===== src/rtl/uart_rx_deserializer_pkg.sv =====
// Shared types and helpers for the UART receive front end.
package uart_rx_deserializer_pkg;

   localparam int unsigned UART_DATA_W = 8;

   typedef logic bit_t;
   typedef logic [UART_DATA_W-1:0] fifo_in;

   typedef enum logic [2:0] {
      IDLE,
      START,
      DATA,
      STOP,
      WAIT_IDLE
   } rx_state_t;

   // Counter width that stays at least one bit wide for a modulus of 1.
   function automatic int unsigned cnt_w(input int unsigned modulus);
      return (modulus > 1) ? $clog2(modulus) : 1;
   endfunction

endpackage


===== src/rtl/uart_rx_deserializer_baud_tick.sv =====
// Oversample tick generator: divides uart_clk by BAUD_DIV, with a synchronous clear
// used to realign the tick phase to a detected start edge.
module uart_baud_tick
   import uart_rx_deserializer_pkg::*;
#(
   parameter int unsigned BAUD_DIV = 27
) (
   input  logic uart_clk_i,
   input  logic reset_i,
   input  logic clr_i,
   output logic tick_o
);

   localparam int unsigned CntW = cnt_w(BAUD_DIV);
   localparam logic [CntW-1:0] CntMax = CntW'(BAUD_DIV - 1);

   logic [CntW-1:0] cnt_q, cnt_d;

   always_comb begin
      tick_o = (cnt_q == CntMax);
      cnt_d  = cnt_q + 1'b1;
      if (clr_i || tick_o) begin
         cnt_d = '0;
      end
   end

   always_ff @(posedge uart_clk_i) begin
      if (reset_i) begin
         cnt_q <= '0;
      end else begin
         cnt_q <= cnt_d;
      end
   end

endmodule


===== src/rtl/uart_rx_deserializer.sv =====
// Oversampling 8N1 UART receiver feeding a FIFO write port; flags framing errors and
// overruns as single-cycle pulses.
module uart_rx_deserializer
   import uart_rx_deserializer_pkg::*;
#(
   parameter int unsigned DATA_W     = UART_DATA_W,
   parameter int unsigned OVERSAMPLE = 16,
   parameter int unsigned BAUD_DIV   = 27
) (
   input  logic              uart_clk,
   input  logic              reset,
   input  logic              rx,
   input  logic              full,
   output logic              push,
   output logic [DATA_W-1:0] datainput,
   output logic              frame_err,
   output logic              overrun,
   output logic              busy
);

   localparam int unsigned TickW = cnt_w(OVERSAMPLE);
   localparam int unsigned BitW  = cnt_w(DATA_W);
   localparam logic [TickW-1:0] TickMid  = TickW'(OVERSAMPLE / 2 - 1);
   localparam logic [TickW-1:0] TickLast = TickW'(OVERSAMPLE - 1);
   localparam logic [BitW-1:0]  BitLast  = BitW'(DATA_W - 1);

   bit_t rx_meta_q, rx_s_q, rx_prev_q;
   bit_t tick, baud_clr;

   rx_state_t         state_q, state_d;
   logic [TickW-1:0]  tick_cnt_q, tick_cnt_d;
   logic [BitW-1:0]   bit_cnt_q, bit_cnt_d;
   logic [DATA_W-1:0] shreg_q, shreg_d;
   logic [DATA_W-1:0] data_q, data_d;
   bit_t              push_q, push_d;
   bit_t              frame_err_q, frame_err_d;
   bit_t              overrun_q, overrun_d;

   uart_baud_tick #(
      .BAUD_DIV(BAUD_DIV)
   ) u_baud_tick (
      .uart_clk_i(uart_clk),
      .reset_i   (reset),
      .clr_i     (baud_clr),
      .tick_o    (tick)
   );

   always_comb begin
      state_d     = state_q;
      tick_cnt_d  = tick_cnt_q;
      bit_cnt_d   = bit_cnt_q;
      shreg_d     = shreg_q;
      data_d      = data_q;
      push_d      = 1'b0;
      frame_err_d = 1'b0;
      overrun_d   = 1'b0;
      baud_clr    = 1'b0;

      case (state_q)
         IDLE: begin
            if (rx_prev_q && !rx_s_q) begin
               state_d    = START;
               tick_cnt_d = '0;
               baud_clr   = 1'b1;
            end
         end
         START: begin
            if (tick) begin
               if (tick_cnt_q == TickMid) begin
                  // A start bit that is high again at mid-bit was a glitch.
                  if (rx_s_q) begin
                     state_d = IDLE;
                  end else begin
                     state_d    = DATA;
                     tick_cnt_d = '0;
                     bit_cnt_d  = '0;
                  end
               end else begin
                  tick_cnt_d = tick_cnt_q + 1'b1;
               end
            end
         end
         DATA: begin
            if (tick) begin
               if (tick_cnt_q == TickLast) begin
                  tick_cnt_d              = '0;
                  shreg_d                 = shreg_q >> 1;
                  shreg_d[DATA_W-1]       = rx_s_q;
                  if (bit_cnt_q == BitLast) begin
                     state_d = STOP;
                  end else begin
                     bit_cnt_d = bit_cnt_q + 1'b1;
                  end
               end else begin
                  tick_cnt_d = tick_cnt_q + 1'b1;
               end
            end
         end
         STOP: begin
            if (tick) begin
               if (tick_cnt_q == TickLast) begin
                  tick_cnt_d = '0;
                  if (!rx_s_q) begin
                     frame_err_d = 1'b1;
                     state_d     = WAIT_IDLE;
                  end else if (full) begin
                     overrun_d = 1'b1;
                     state_d   = IDLE;
                  end else begin
                     push_d  = 1'b1;
                     data_d  = shreg_q;
                     state_d = IDLE;
                  end
               end else begin
                  tick_cnt_d = tick_cnt_q + 1'b1;
               end
            end
         end
         WAIT_IDLE: begin
            if (rx_s_q) begin
               state_d = IDLE;
            end
         end
         default: begin
            state_d = IDLE;
         end
      endcase
   end

   always_ff @(posedge uart_clk) begin
      if (reset) begin
         rx_meta_q   <= 1'b1;
         rx_s_q      <= 1'b1;
         rx_prev_q   <= 1'b1;
         state_q     <= IDLE;
         tick_cnt_q  <= '0;
         bit_cnt_q   <= '0;
         shreg_q     <= '0;
         data_q      <= '0;
         push_q      <= 1'b0;
         frame_err_q <= 1'b0;
         overrun_q   <= 1'b0;
      end else begin
         rx_meta_q   <= rx;
         rx_s_q      <= rx_meta_q;
         rx_prev_q   <= rx_s_q;
         state_q     <= state_d;
         tick_cnt_q  <= tick_cnt_d;
         bit_cnt_q   <= bit_cnt_d;
         shreg_q     <= shreg_d;
         data_q      <= data_d;
         push_q      <= push_d;
         frame_err_q <= frame_err_d;
         overrun_q   <= overrun_d;
      end
   end

   assign push      = push_q;
   assign datainput = data_q;
   assign frame_err = frame_err_q;
   assign overrun   = overrun_q;
   assign busy      = (state_q != IDLE);

endmodule


===== config.mk =====
export PLATFORM = sky130hd
export DESIGN_NAME = uart_rx_deserializer
export DESIGN_NICKNAME = d
export VERILOG_FILES = /design/src/rtl/uart_rx_deserializer_pkg.sv /design/src/rtl/uart_rx_deserializer_baud_tick.sv /design/src/rtl/uart_rx_deserializer.sv
export SDC_FILE = /design/constraint.sdc
export NUM_CORES = 1
export LEC_CHECK = 0
export ABC_AREA = 1
export CAP_MARGIN = 10
export CORE_ASPECT_RATIO = 0.5
export CORE_MARGIN = 5
export CORE_UTILIZATION = 54
export CTS_BUF_LIST = sky130_fd_sc_hd__clkbuf_4 sky130_fd_sc_hd__clkbuf_8
export CTS_CLUSTER_DIAMETER = 150
export DETAILED_ROUTE_END_ITERATION = 16
export PLACE_DENSITY_LB_ADDON = 0.12
export SETUP_SLACK_MARGIN = 0.05
export SLEW_MARGIN = 20
export SYNTH_ARGS = -nofsm -noshare
export SYNTH_HDL_FRONTEND = slang
export SYNTH_SLANG_ARGS = --single-unit

===== constraint.sdc =====
create_clock -name uart_clk -period 4.1 [get_ports uart_clk]
set_input_delay 0.82 -clock uart_clk [delete_from_list [all_inputs] [get_ports uart_clk]]
set_output_delay 0.82 -clock uart_clk [all_outputs]
set_load 0.01 [all_outputs]

==> metrics.txt, run 1 <==
CTS sink cnt=37; largest net degree at the start of global routing=19; total congestion overflow=0; leading area contributor after synthesis=dfxtp_1; syn nets=232; # H-tree levels=2; clock transition at the registers of the reported paths=0.08 ns; post-synth cell types=30; CTS tree=built; Die W=89.1 um; Synth top area share=43.9%; Initial Util=a little under three fifths; Final Hold Viols=0; HPWL after DPL=between 2000 and 2500 um; Hold Worst Slack=between 0.4 and 0.5 ns; relative slew slack=60.7%; leakage power=between 0.7 and 0.8 nW; worst setup path class=flop to output pin; clock root cell=clkbuf_8; initial drt markers=43; routability cong.=between 0.9 and 1; DR pass1 iterations=4; Rows=14; clk_skew=just over 0.005 ns; post-synthesis sequential area ratio=43.9%; Fin Setup TNS=0 ns; Worst Tran Pin Value=between 0.5 and 0.6 ns; top area cells in the synthesized netlist=dfxtp_1, nand2_1, nand3_1, nor2_1, a21oi_1; Die ar.=4410 um2; Synth-to-Final Area Change=16.7%; DRC viols=0; IO Pins=16; ant diodes=0; clk buf depth=2; top cells by count, synth=nand2_1, dfxtp_1, nor2_1, inv_1, nand3_1; vias per cell=5.02; ys flop type=dfxtp_1; worst hold start=rx_meta_q; Core Footprint=3000 um2; routed vias=1,412; status=finished, final reports clean; Inserted Clock Buffers=5; Worst Hold Class=flop to flop; Worst VDD drop=~0.00033 V; Worst Setup SP=state_q[2]; share of cells above drive strength 1=between 10% and 20%; Tot GR Track Use=between 10% and 20%; count leader, synth=nand2_1; DRT Wirelength=3270 um; crit start category=flop; Critical Path RT=around 3.3 ns; Mapped Cells=223; Post-CTS Resized=0; crit path capture type=output pin; maxcap violations=0; hold-fix buffers at CTS=0; final std cells w/o fill=281; Max Fclk=430 MHz; vias in the first global route=1,226; number of synthesized flops with an enable pin=0; Placed Cells=273; PortBufs=15; Nets=~250; FILL cells=248; synth warn=0; worst r2r src=tick_cnt_q[1]; # setup viols final=0; Worst Path Arrival=1.51 ns; asr flop ratio synth=0%; Routed wire per std cell=11.6 um; Crit Path Max Fanout=6; initial antenna violation count=0; Final ANT Viol Nets=0; Post-CTS Setup Repair Bufs=0; Die Y=slightly below 50 um; Post-Syn Area per Cell=7.57 um2; fin crit period=2.33 ns; fin. max-slew vios=0; Post-Syn Area=between 1500 and 2000 um2; number of synthesized register bits=37; PD cells=502 nW/um2; first-pass GRT wire length=5600 um; clk_lat worst skew=0.29 ns; Final period util=56.7%; RSZ-0062 raised after global routing=no
==> final timing paths <==
path	to	slack, ns	cells past startpoint
hold / removal	rx_s_q	0.43	1
hold reg to reg	rx_s_q	0.43	1
setup reg to reg	datainput[3]	2.07	6
setup / recovery	busy	1.77	3
==> power breakdown <==
part	internal, W	switching [W]
combinational	0.0000891	0.000155
sequential	0.000392	0.0000266
clock	0.000182	0.000144
==> layer usage <==
metal | wire length [um] | part of all wire (%) | global-route usage, %
met5 | 0 | 0 | 0
met4 | 27 | 0.83 | 4.46
met3 | 176 | 5.4 | 5.49
met2 | 1370 | 42 | 24.7
met1 | 1690 | 52 | 22.4
==> stage by stage <==
stage | instance area [um2] | util, % | power [W] | setup WS, ns
after floorplan | 1690 | - | 0.000616 | 2.63
after global placement | 1860 | 62.0 | 0.000662 | 1.53
after detailed placement | 1860 | 62.0 | 0.000670 | 1.52
after CTS | 1970 | 65.8 | 0.000995 | 1.77
after global routing | 1970 | 65.8 | 0.00106 | 1.63
final | 1970 | 65.8 | 0.000989 | 1.77
==> layout by cell type (no fill, tap or decap), drive strengths merged, types with 2 or more instances in the layout <==
| master | count |
|---|---|
| nor3 | 2 |
| xor2 | 3 |
| nand2 | 50 |
| xnor2 | 2 |
| clkdlybuf4s50 | 15 |
| o21bai | 3 |
| or2 | 3 |
| dfxtp | 37 |
| clkbuf | 5 |
| nor3b | 2 |
| ha | 5 |
| nor2 | 30 |
| nand3 | 24 |
| o21ai | 9 |
| inv | 24 |
| a21oi | 21 |
==> cells by family (layout without fill, tap and decap cells) <==
group           count (synthesis)  in the layout  share of synthesized area [%]
fa+ha+maj                       5              5                           3.70
compound gates                 34             34                           11.3
simple gates                  113            113                           31.3
flops                          37             37                           43.9
xor+xnor                        5              5                           2.59
buf+inv                        29             47                           7.26
==> cell type report <==
| type | count | area, um2 | area share (%) |
|---|---|---|---|
| Tap cell | 40 | 50.0 | 2.54 |
| Multi-Input combinational cell | 157 | 826 | 41.9 |
| Timing Repair Buffer | 15 | 150 | 7.61 |
| Inverter | 24 | 90.1 | 4.57 |
| Sequential cell | 37 | 741 | 37.6 |
| Clock buffer | 5 | 68.8 | 3.49 |
| Clock inverter | 3 | 46.3 | 2.35 |
==> registers in the layout (all words and copies together) (netlist names) <==
register,flops
bit_cnt_q,3
rx_s_q,1
state_q,3
rx_prev_q,1
push,1
tick_cnt_q,4
frame_err,1
rx_meta_q,1
u_baud_tick.cnt_q,5
datainput,8
shreg_q,8
overrun,1
==> critical path, cell delays in order (launching register included) <==
cell             delay (ns)
dfxtp_1                0.46
inv_2                  0.10
nand2_1                0.11
clkdlybuf4s50_1        0.54
Note: power is estimated with default switching activity, not from simulation.
==> run 2, diff against run 1 <==
- CORE_UTILIZATION: 54 -> 53
- clock period: 4.1 -> 2.02 ns (I/O delays scaled with it)
==> metrics.txt, run 2 (synthesis gave the netlist of run 1 again) <==
DRT Wirelength=3290 um (was 3270 um); clock root cell=clkbuf_8 (unchanged); ant diodes=0 (unchanged); Max Fclk=536 MHz; relative slew slack=65.6% (was 60.7%); Critical Path RT=1.62 ns (was 3.28 ns); crit path capture type=output pin (unchanged); Tot GR Track Use=15.5% (was 16.4%); Fin Setup TNS=0 ns (unchanged); crit start category=flop (unchanged); fin. max-slew vios=0 (unchanged); hold-fix buffers at CTS=0 (unchanged); status=finished, final reports clean (unchanged); Routed wire per std cell=11.5 um (was 11.6 um); most common cell after layout, fill and taps aside=nand2_1 (unchanged); # H-tree levels=2 (unchanged); HPWL after DPL=2340 um (was 2350 um); share of cells above drive strength 1=13.9% (was 12.0%); Worst VDD drop=0.000616 V (was 0.000329 V); worst setup path class=flop to output pin (unchanged); clock transition at the registers of the reported paths=0.07 ns (was 0.08 ns); Synth-to-Final Area Change=16.9% (was 16.7%); first-pass GRT wire length=5700 um (was 5600 um); Die W=89.8 um (was 89.1 um); DRC viols=0 (unchanged); Nets=253 (was 249); # setup viols final=0 (unchanged); initial drt markers=40 (was 43); total congestion overflow=0 (unchanged); routed vias=1,442 (was 1,412); Initial Util=55.7% (was 56.4%); initial antenna violation count=0 (unchanged); Hold Worst Slack=0.411 ns (was 0.425 ns); Worst Tran Pin Value=0.515 ns (was 0.589 ns); vias per cell=5.06 (was 5.02); IO Pins=16 (unchanged); Die ar.=4480 um2 (was 4410 um2); clk buf depth=2 (unchanged); clk_lat worst skew=0.28 ns (was 0.29 ns); area taken by multi-input logic gates=826 um2 (unchanged); Die Y=49.9 um (was 49.5 um); Final period util=92.4%; Inserted Clock Buffers=5 (unchanged); largest net degree at the start of global routing=17 (was 19); dpl cell area=1890 um2 (was 1860 um2); cell area after layout=1970 um2 (about the same); setup slack after layout=0.153 ns (was 1.77 ns); maxcap violations=0 (unchanged); dpl ws=0.303 ns (was 1.52 ns); Core Footprint=3030 um2 (was 3000 um2); PortBufs=15 (unchanged); Seq. cell area=742 um2 (was 741 um2); fin crit period=1.87 ns; CTS tree=built (unchanged); DR pass1 iterations=4 (unchanged); RSZ-0062 raised after global routing=no (unchanged); Final ANT Viol Nets=0 (unchanged); Rows=14 (unchanged); clk_skew=0.00551 ns (was 0.00515 ns); Worst Hold Class=flop to flop (unchanged); FILL cells=271 (was 248); commonest cells after routing, fill and taps aside=nand2_1, dfxtp_1, nor2_1 (unchanged); CTS sink cnt=37 (unchanged); Final Hold Viols=0 (unchanged); leakage power=0.786 nW (was 0.776 nW); Crit Path Max Fanout=6 (unchanged); PD cells=935 nW/um2 (was 502 nW/um2); routability cong.=0.869 (was 0.917); final core utilization=65.2% (was 65.8%); Worst Path Arrival=1.46 ns (was 1.51 ns); vias in the first global route=1,299 (was 1,226)
==> run 2: routing by layer <==
metal | wire length (um) | up-vias | global-route usage (%)
li1 | - | 757 | -
met1 | 1570 | 651 | 18.8
met2 | 1510 | 32 | 26.1
met3 | 190 | 2 | 5.93
met4 | 13 | 0 | 3.77
met5 | 0 | - | 0
==> run 2: worst max-delay path, cell delays in order (launching register included) <==
cell and delay, ns:
dfxtp_1 0.45, inv_2 0.10, nand2_1 0.10, clkdlybuf4s50_1 0.54
==> run 2: path summary, 6_finish.rpt <==
check	startpoint	end	slack, ns	depth (start not counted)
worst min register to register	rx_meta_q	rx_s_q	0.41	1
worst max register to register	tick_cnt_q[1]	shreg_q[4]	0.34	7
worst min-delay path	rx_meta_q	rx_s_q	0.41	1
worst max-delay path	state_q[2]	busy	0.15	3
==> run 2: repair_timing <==
item / CTS / global route
buffers inserted: 0 / 0
resized for setup: 0 / 1
endpoints found under the setup margin: 0 / 1
==> run 2: power by group <==
group          switching, W  total (W)  internal [W]
Combinational      0.000313   0.000497      0.000185
Clock              0.000254   0.000492      0.000238
Sequential        0.0000577   0.000856      0.000798
==> run 2: through the flow <==
stage                     power (W)  cells
after CTS                   0.00186    285
after floorplan             0.00125    223
after global placement      0.00135    277
after detailed placement    0.00136    277
after global routing        0.00199    285
final                       0.00185    285
==> run 2: area by class of cell <==
type | count | area share [%]
clock buffer | 5 | 3.49
clock inverter | 3 | 0.887
inverter | 24 | 4.56
multi-input combinational | 157 | 41.8
sequential | 37 | 37.6
tap | 40 | 2.53
timing repair buffer | 19 | 9.13
